### config.mk
export PLATFORM = sky130hd
export DESIGN_NAME = serializer
export DESIGN_NICKNAME = d
export VERILOG_FILES = /design/src/rtl/serializer.sv
export SDC_FILE = /design/constraint.sdc
export NUM_CORES = 1
export LEC_CHECK = 0
export CAP_MARGIN = 20
export CORE_AREA = 2 2 45 47
export DETAILED_ROUTE_END_ITERATION = 10
export DIE_AREA = 0 0 47 49
export GPL_TIMING_DRIVEN = 0
export PLACE_DENSITY = 0.78
export SYNTH_ARGS = -nofsm -noshare
export SYNTH_HDL_FRONTEND = slang
export SYNTH_SLANG_ARGS = --single-unit
### constraint.sdc
create_clock -name clk -period 1.49 [get_ports clk]
set_input_delay 0.3725 -clock clk [delete_from_list [all_inputs] [get_ports clk]]
set_output_delay 0.3725 -clock clk [all_outputs]
set_load 0.1 [all_outputs]
### src/rtl/serializer.sv
`default_nettype none
// ============================================================================
// Module   : serializer
// Brief    : Zero-latency word-to-element serializer; emits elements 0..len of
//            the offered word and consumes it on the last element transfer.
// Revision : 1.0 - initial release
// ============================================================================
module serializer #(
    parameter int NUM = 4,
    parameter int W   = 8,
    localparam int LW = $clog2(NUM)
) (
    input  logic                clk,
    input  logic                rst,
    input  logic                din_valid,
    output logic                din_ready,
    input  logic [NUM*W+LW-1:0] din_data,
    output logic                dout_valid,
    input  logic                dout_ready,
    output logic [W:0]          dout_data
);

    // Element table padded to a power of two so any cnt value selects safely.
    localparam int c_slots = 2 ** LW;

    logic [LW-1:0] cnt_q;
    logic [LW-1:0] cnt_d;
    logic [W-1:0]  w_elem [c_slots];
    logic [LW-1:0] w_len;
    logic          w_xfer;
    logic          w_last;

    generate
        for (genvar k = 0; k < c_slots; k++) begin : g_elem
            if (k < NUM) begin : g_live
                assign w_elem[k] = din_data[k*W +: W];
            end else begin : g_pad
                assign w_elem[k] = '0;
            end
        end
    endgenerate

    always_comb begin
        w_len      = din_data[NUM*W +: LW];
        w_xfer     = din_valid & dout_ready;
        // ">=" rather than "==" so a length shrunk under an in-flight word
        // still terminates it instead of wrapping through the full count.
        w_last     = (cnt_q >= w_len);
        dout_valid = din_valid;
        dout_data  = {(cnt_q == w_len), w_elem[cnt_q]};
        din_ready  = w_xfer & w_last & ~rst;
        cnt_d      = cnt_q;
        if (w_xfer) begin
            cnt_d = w_last ? '0 : cnt_q + 1'b1;
        end
    end

    always_ff @(posedge clk or posedge rst) begin
        if (rst) begin
            cnt_q <= '0;
        end else begin
            cnt_q <= cnt_d;
        end
    end

endmodule
`default_nettype wire

==> results.txt, run 1 <==
CP endpoint kind - primary output
PortBufs - 48
Die Width - 47 um
Pins Over Slew Limit - 0
Largest cells by area after synthesis - mux4_2 (51%), dfrtp_1 (14%), ha_1 (7.0%)
Cells after synthesis - 28
Vias in the first global route - 440
Design Area, Final - 1050 um^2
Dpl cell area - 898 um^2
Skew-Pair Late Insertion Delay - 0.22 ns
Multiplexer area fraction after synthesis - 0.505
DRC viols - 0
CTS Root Cell - clkbuf_4
Nets - 128
WL per Instance - 11.3 um
WP data required - 1.12 ns
GRT met2 Usage - 0.215
Register area share after synthesis - 0.140
Area growth syn-to-layout - 195%
Post-layout util - 0.571
Iter 0 DRT Violations - 8
Largest register FFs - 2
Xor/xnor share of the synthesized area - 0.0491
Met3 global-route usage - 0.0370
Crit path launch type - flip-flop
CTS Buf Count - 3
Final Hold Vio Count - 0
Outcome - finished, violations left
Slew HR - 0.865
# IOs - 49
Die area - 2300 um^2
PD cells - 2300 nW/um^2
Via count - 478
Layout cells sized above 1 - 0.430
Longest Clk Path Bufs - 2
Starting Density - 0.194
Busiest grt layer - met2
R2R Path Start - cnt_q[0]
Placer congestion estimate - 0.645
Overall routing resource usage - 0.113
Max Cap Viol - 0
First-pass GRT wire length - 1870 um
Filler cells - 156
Number of diodes - 0
Crit path DAT - 1.61 ns
Initial antenna violation count - 0
DRT Pass-1 Iters - 4
Simple-Gate Fraction of Synth Area - 0.0807
CTS sink cnt - 2
Area leader, netlist - mux4_2
DRT antenna net count - 0
Detailed Place HPWL - 1050 um
Leakage power - 0.440 nW
Max rail drop VDD - 0.00113 V
Compound-gate portion of the synthesized area - 0.0561
Failing checks - negative setup slack
CORE AREA - 1840 um^2
Vias/cell - 4.23
Grt ovf - 0
Met1 Resource Use GR - 0.108
Syn avg cell area - 12.7 um^2
Synth cell types - 16
CTS tree - built
Post-route clock period utilization - 1.33
Final WL - 1280 um
Crit-path max FO - 4
Fin crit period - 1.98 ns
Critical path type - reg -> out
Synth warnings - 0
Net Count, Synth - 68
H-tree depth - 1
Final setup viols - 10
Highest Clock Rate - 0.506 GHz
Die Ht - 49 um
Worst hold path class - in -> async
RSZ-0062 raised after global routing - yes
Top flop regs - cnt_q (2)
Worst clock skew - 0.00212 ns
Largest net degree at the start of global routing - 10
Synth Cell Area - 357 um^2
Synth Area in Adders - 0.0702
Largest reg by FF count - cnt_q
# rows - 16
Top cell type's share of synthesized area - 0.505
Setup WS post-layout - -0.488 ns
Reg clk slew, reported paths - 0.03 ns
Largest family of logic cells by synthesized area - multiplexers
CP startpoint - cnt_q[0]
Slew @ Worst Pin - 0.203 ns
Number of synthesized register bits - 2
cells in the mapped netlist, drive strengths merged:
cell type and n:
dfrtp 2, buf 3, nand2b 1, and2 1
ha 2, mux4 8, nand3 1, xor2 1
inv 3, a31oi 2, nor3b 1, nand2 1
xnor2 1, a21o 1
area by class of cell:
class,count,area [um^2],share of cell area
Inverter,3,13.8,0.0131
Clock buffer,3,22.5,0.0214
Buffer,3,27.5,0.0262
Sequential cell,2,50.0,0.0476
Timing Repair Buffer,55,599,0.570
Multi-Input combinational cell,20,305,0.290
Tap cell,27,33.8,0.0321
stage by stage:
step	total power, mW	cells	setup slack [ns]	TNS [ns]	hold slack [ns]
after global routing	2.53	113	-0.579	-4.80	0.406
after global placement	1.91	103	-1.54	-12.86	0.624
final	2.42	113	-0.488	-4.10	0.399
after detailed placement	1.91	103	-1.56	-13.01	0.640
after CTS	2.33	112	-0.526	-3.92	0.400
after floorplan	1.52	28	-0.724	-2.04	0.114
metal layers:
layer | vias to the layer above | part of all wire
li1 | 229 | -
met1 | 216 | 0.35
met2 | 33 | 0.53
met3 | 0 | 0.13
met5 | - | 0
met4 | 0 | 0
cells by family (layout without fill, tap and decap cells):
group,after synthesis,in the layout
adder cells (fa/ha/maj),2,2
XOR/XNOR,2,2
flip-flops,2,2
buffers and inverters,6,64
multiplexers,8,8
AND/OR/NAND/NOR,5,5
AO/OA/AOI/OAI,3,3
worst max-delay path: stages (launching register included):
cell,delay [ns]
dfrtp_1,0.37
buf_8,0.13
buf_4,0.13
buf_4,0.13
mux4_2,0.42
buf_6,0.20
repair_timing:
item                                    in CTS  in global routing
hold endpoints to repair                     0                  0
endpoints found under the setup margin      11                 12
setup buffers                                6                  3
pin swaps                                    3                  2
hold buffers                                 0                  0
gates resized for setup                     88                  8
report_power, final:
| group | total [mW] | internal, mW | switching, mW |
|---|---|---|---|
| sequential | 0.0946 | 0.0799 | 0.0147 |
| combinational | 2.21 | 0.902 | 1.30 |
| clock | 0.119 | 0.0888 | 0.0299 |
final timing paths:
| path | slack, ns | to | depth (start not counted) |
|---|---|---|---|
| max in group asynchronous | 0.98 | cnt_q[1] | 2 |
| hold reg to reg | 0.82 | cnt_q[0] | 4 |
| setup / recovery | -0.49 | dout_data[0] | 5 |
| setup reg to reg | 0.08 | cnt_q[1] | 7 |
| min in group clk | 0.57 | cnt_q[0] | 2 |
| hold / removal | 0.40 | cnt_q[0] | 2 |
layout by cell type (no fill, tap or decap), types with 2 or more instances in the layout:
cell type        instances
a31oi_1                  2
buf_12                   6
buf_4                    7
buf_6                    6
clkbuf_4                 3
clkdlybuf4s50_1         34
dfrtp_1                  2
dlygate4sd2_1            3
inv_1                    2
mux4_2                   8
(Power assumes the default switching activity.)
==> inputs of run 2 (changes only) <==
--- a/config.mk
+++ b/config.mk
@@ -10,7 +10,7 @@
 export DETAILED_ROUTE_END_ITERATION = 10
 export DIE_AREA = 0 0 47 49
 export GPL_TIMING_DRIVEN = 0
-export PLACE_DENSITY = 0.78
+export PLACE_DENSITY = 0.7
 export SYNTH_ARGS = -nofsm -noshare
 export SYNTH_HDL_FRONTEND = slang
 export SYNTH_SLANG_ARGS = --single-unit
==> results.txt, run 2 (synthesized netlist as in run 1, its figures left out) <==
Final Hold Vio Count - 0 (unchanged)
Starting Density - 0.194 (unchanged)
Worst Reg2Reg Path Length in Cells - 7 (unchanged)
Reg clk slew, reported paths - 0.03 ns (about the same)
Commonest cells after routing, fill and taps aside - clkdlybuf4s50_1 (29), buf_12 (9), mux4_2 (8), dlygate4sd2_1 (7), buf_6 (7) (was clkdlybuf4s50_1 (34), mux4_2 (8), buf_4 (7), buf_12 (6), buf_6 (6))
Largest net degree at the start of global routing - 10 (unchanged)
# IOs - 49 (unchanged)
Overall routing resource usage - 0.134 (was 0.113)
Sw Pwr - 1.40 mW (was 1.35 mW)
Place WS - -1.55 ns (was -1.56 ns)
Crit path DAT - 1.65 ns (was 1.61 ns)
DRT antenna net count - 0 (unchanged)
Skew-Pair Late Insertion Delay - 0.23 ns (was 0.22 ns)
# rows - 16 (unchanged)
Die Width - 47 um (unchanged)
Vias in the first global route - 544 (was 440)
Design Area, Final - 1120 um^2 (was 1050 um^2)
Final setup viols - 10 (unchanged)
Fin crit period - 2.02 ns (was 1.98 ns)
Nets - 131 (was 128)
Max rail drop VDD - 0.00157 V (was 0.00113 V)
Filler cells - 166 (was 156)
DRC viols - 0 (unchanged)
Die Ht - 49 um (unchanged)
Worst hold path class - in -> async (unchanged)
Sw Share - 0.534 (was 0.557)
PortBufs - 48 (unchanged)
Top flop regs - cnt_q (2) (unchanged)
Worst path cell trace - buf_8 > buf_4 > buf_6 > mux4_2 > buf_12 (was buf_8 > buf_4 > buf_4 > mux4_2 > buf_6)
Placer congestion estimate - 0.652 (was 0.645)
Reg2Reg Capture Point - cnt_q[0] (was cnt_q[1])
Max Cap Viol - 0 (unchanged)
Most common cell after layout, fill and taps aside - clkdlybuf4s50_1 (unchanged)
Post-layout util - 0.606 (was 0.571)
Setup WS post-layout - -0.532 ns (was -0.488 ns)
Crit-path max FO - 3 (was 4)
DRT Pass-1 Iters - 2 (was 4)
Pint - 1.22 mW (was 1.07 mW)
Worst clock skew - 0.00106 ns (was 0.00212 ns)
Minimum hold slack - 0.389 ns (was 0.399 ns)
CTS sink cnt - 2 (unchanged)
Highest Clock Rate - 0.495 GHz (was 0.506 GHz)
WP data required - 1.12 ns (about the same)
CP Depth - 5 (unchanged)
Die area - 2300 um^2 (unchanged)
H-tree depth - 1 (unchanged)
Crit-path leading delay family - buffers and inverters (unchanged)
Number of diodes - 0 (unchanged)
Largest register FFs - 2 (unchanged)
Slew @ Worst Pin - 0.213 ns (was 0.203 ns)
Area growth syn-to-layout - 213% (was 195%)
Critical path type - reg -> out (unchanged)
R2R Path Start - cnt_q[0] (unchanged)
Slew HR - 0.858 (was 0.865)
First-pass GRT wire length - 2210 um (was 1870 um)
CP endpoint kind - primary output (unchanged)
Longest Clk Path Bufs - 2 (unchanged)
Iter 0 DRT Violations - 7 (was 8)
Area occupied by multi-input gates - 304 um^2 (was 305 um^2)
Power share of the combinational group - 0.914 (was 0.912)
Via count - 503 (was 478)
CP startpoint - cnt_q[0] (unchanged)
Grt ovf - 0 (unchanged)
Clk network pwr share - 0.047 (was 0.049)
CTS Root Cell - clkbuf_4 (unchanged)
RSZ-0062 raised after global routing - yes (unchanged)
Crit path launch type - flip-flop (unchanged)
Setup TNS - -4.25 ns (was -4.10 ns)
CTS Hold Bufs - 0 (unchanged)
CORE AREA - 1840 um^2 (unchanged)
Vias/cell - 4.34 (was 4.23)
Reg area - 51.3 um^2 (was 50.0 um^2)
CP max stage delay - 0.44 ns (was 0.42 ns)
CTS Buf Count - 3 (unchanged)
WL per Instance - 12.6 um (was 11.3 um)
Largest reg by FF count - cnt_q (unchanged)
R2R setup slack - 0.07 ns (was 0.08 ns)
PD cells - 2350 nW/um^2 (was 2300 nW/um^2)
Post-route clock period utilization - 1.36 (was 1.33)
Layout cells sized above 1 - 0.461 (was 0.430)
Dpl cell area - 898 um^2 (unchanged)
Leakage power - 0.482 nW (was 0.440 nW)
Crit path buffers/inverters - 4 (unchanged)
Seq pwr share - 0.039 (about the same)
Pins Over Slew Limit - 0 (unchanged)
Final WL - 1460 um (was 1280 um)
Failing checks - negative setup slack (unchanged)
CTS tree - built (unchanged)
Initial antenna violation count - 0 (unchanged)
Worst setup path endpoint - dout_data[6] (was dout_data[0])
Crit-path slowest cell - mux4_2 (unchanged)
Outcome - finished, violations left (unchanged)
==> run 2: worst min path at each step <==
stage                     startpoint  endpoint  cells past startpoint
after floorplan                  rst  cnt_q[0]                      1
after global placement           rst  cnt_q[0]                      2
after detailed placement         rst  cnt_q[1]                      2
after CTS                        rst  cnt_q[0]                      2
after global routing             rst  cnt_q[1]                      2
final                            rst  cnt_q[1]                      2
==> run 2: metal layers <==
metal	GRT usage	vias to the layer above	share of wire
met5	0	-	0
met4	0.0694	0	0.011
met3	0.0370	2	0.16
met2	0.242	38	0.49
met1	0.128	228	0.34
li1	-	235	-
==> run 2: power groups by stage <==
| stage | clock network [mW] | registers (mW) | logic (mW) |
|---|---|---|---|
| after floorplan | 0 | 0.0893 | 1.43 |
| after global placement | 0 | 0.0917 | 1.82 |
| after detailed placement | 0 | 0.0924 | 1.83 |
| after CTS | 0.130 | 0.102 | 2.39 |
| after global routing | 0.142 | 0.104 | 2.50 |
| final | 0.122 | 0.102 | 2.40 |
==> run 2: what timing repair did <==
item / in CTS / in global routing
cloned: 1 / 0
pin swaps: 3 / 3
buffers inserted: 7 / 3
endpoints found under the setup margin: 11 / 10
resized for setup: 109 / 4
==> run 2: through the flow <==
stage	total power, mW	cells
detailed placement	1.93	103
global route	2.75	116
global placement	1.91	103
CTS	2.63	114
finish	2.62	116
floorplan	1.52	28
==> run 2: cell type report <==
class | count | area share
clock buffer | 3 | 0.0202
inverter | 3 | 0.0146
timing repair buffer | 58 | 0.592
sequential | 2 | 0.0460
multi-input combinational | 20 | 0.272
tap | 27 | 0.0303
buffer | 3 | 0.0247
==> run 2: worst register-to-register path, cell delays in order, from the launching register on <==
cell	delay, ns
dfrtp_2	0.41
buf_8	0.13
inv_6	0.05
ha_4	0.19
nand2b_4	0.13
a21o_1	0.17
buf_4	0.14
a31oi_1	0.12
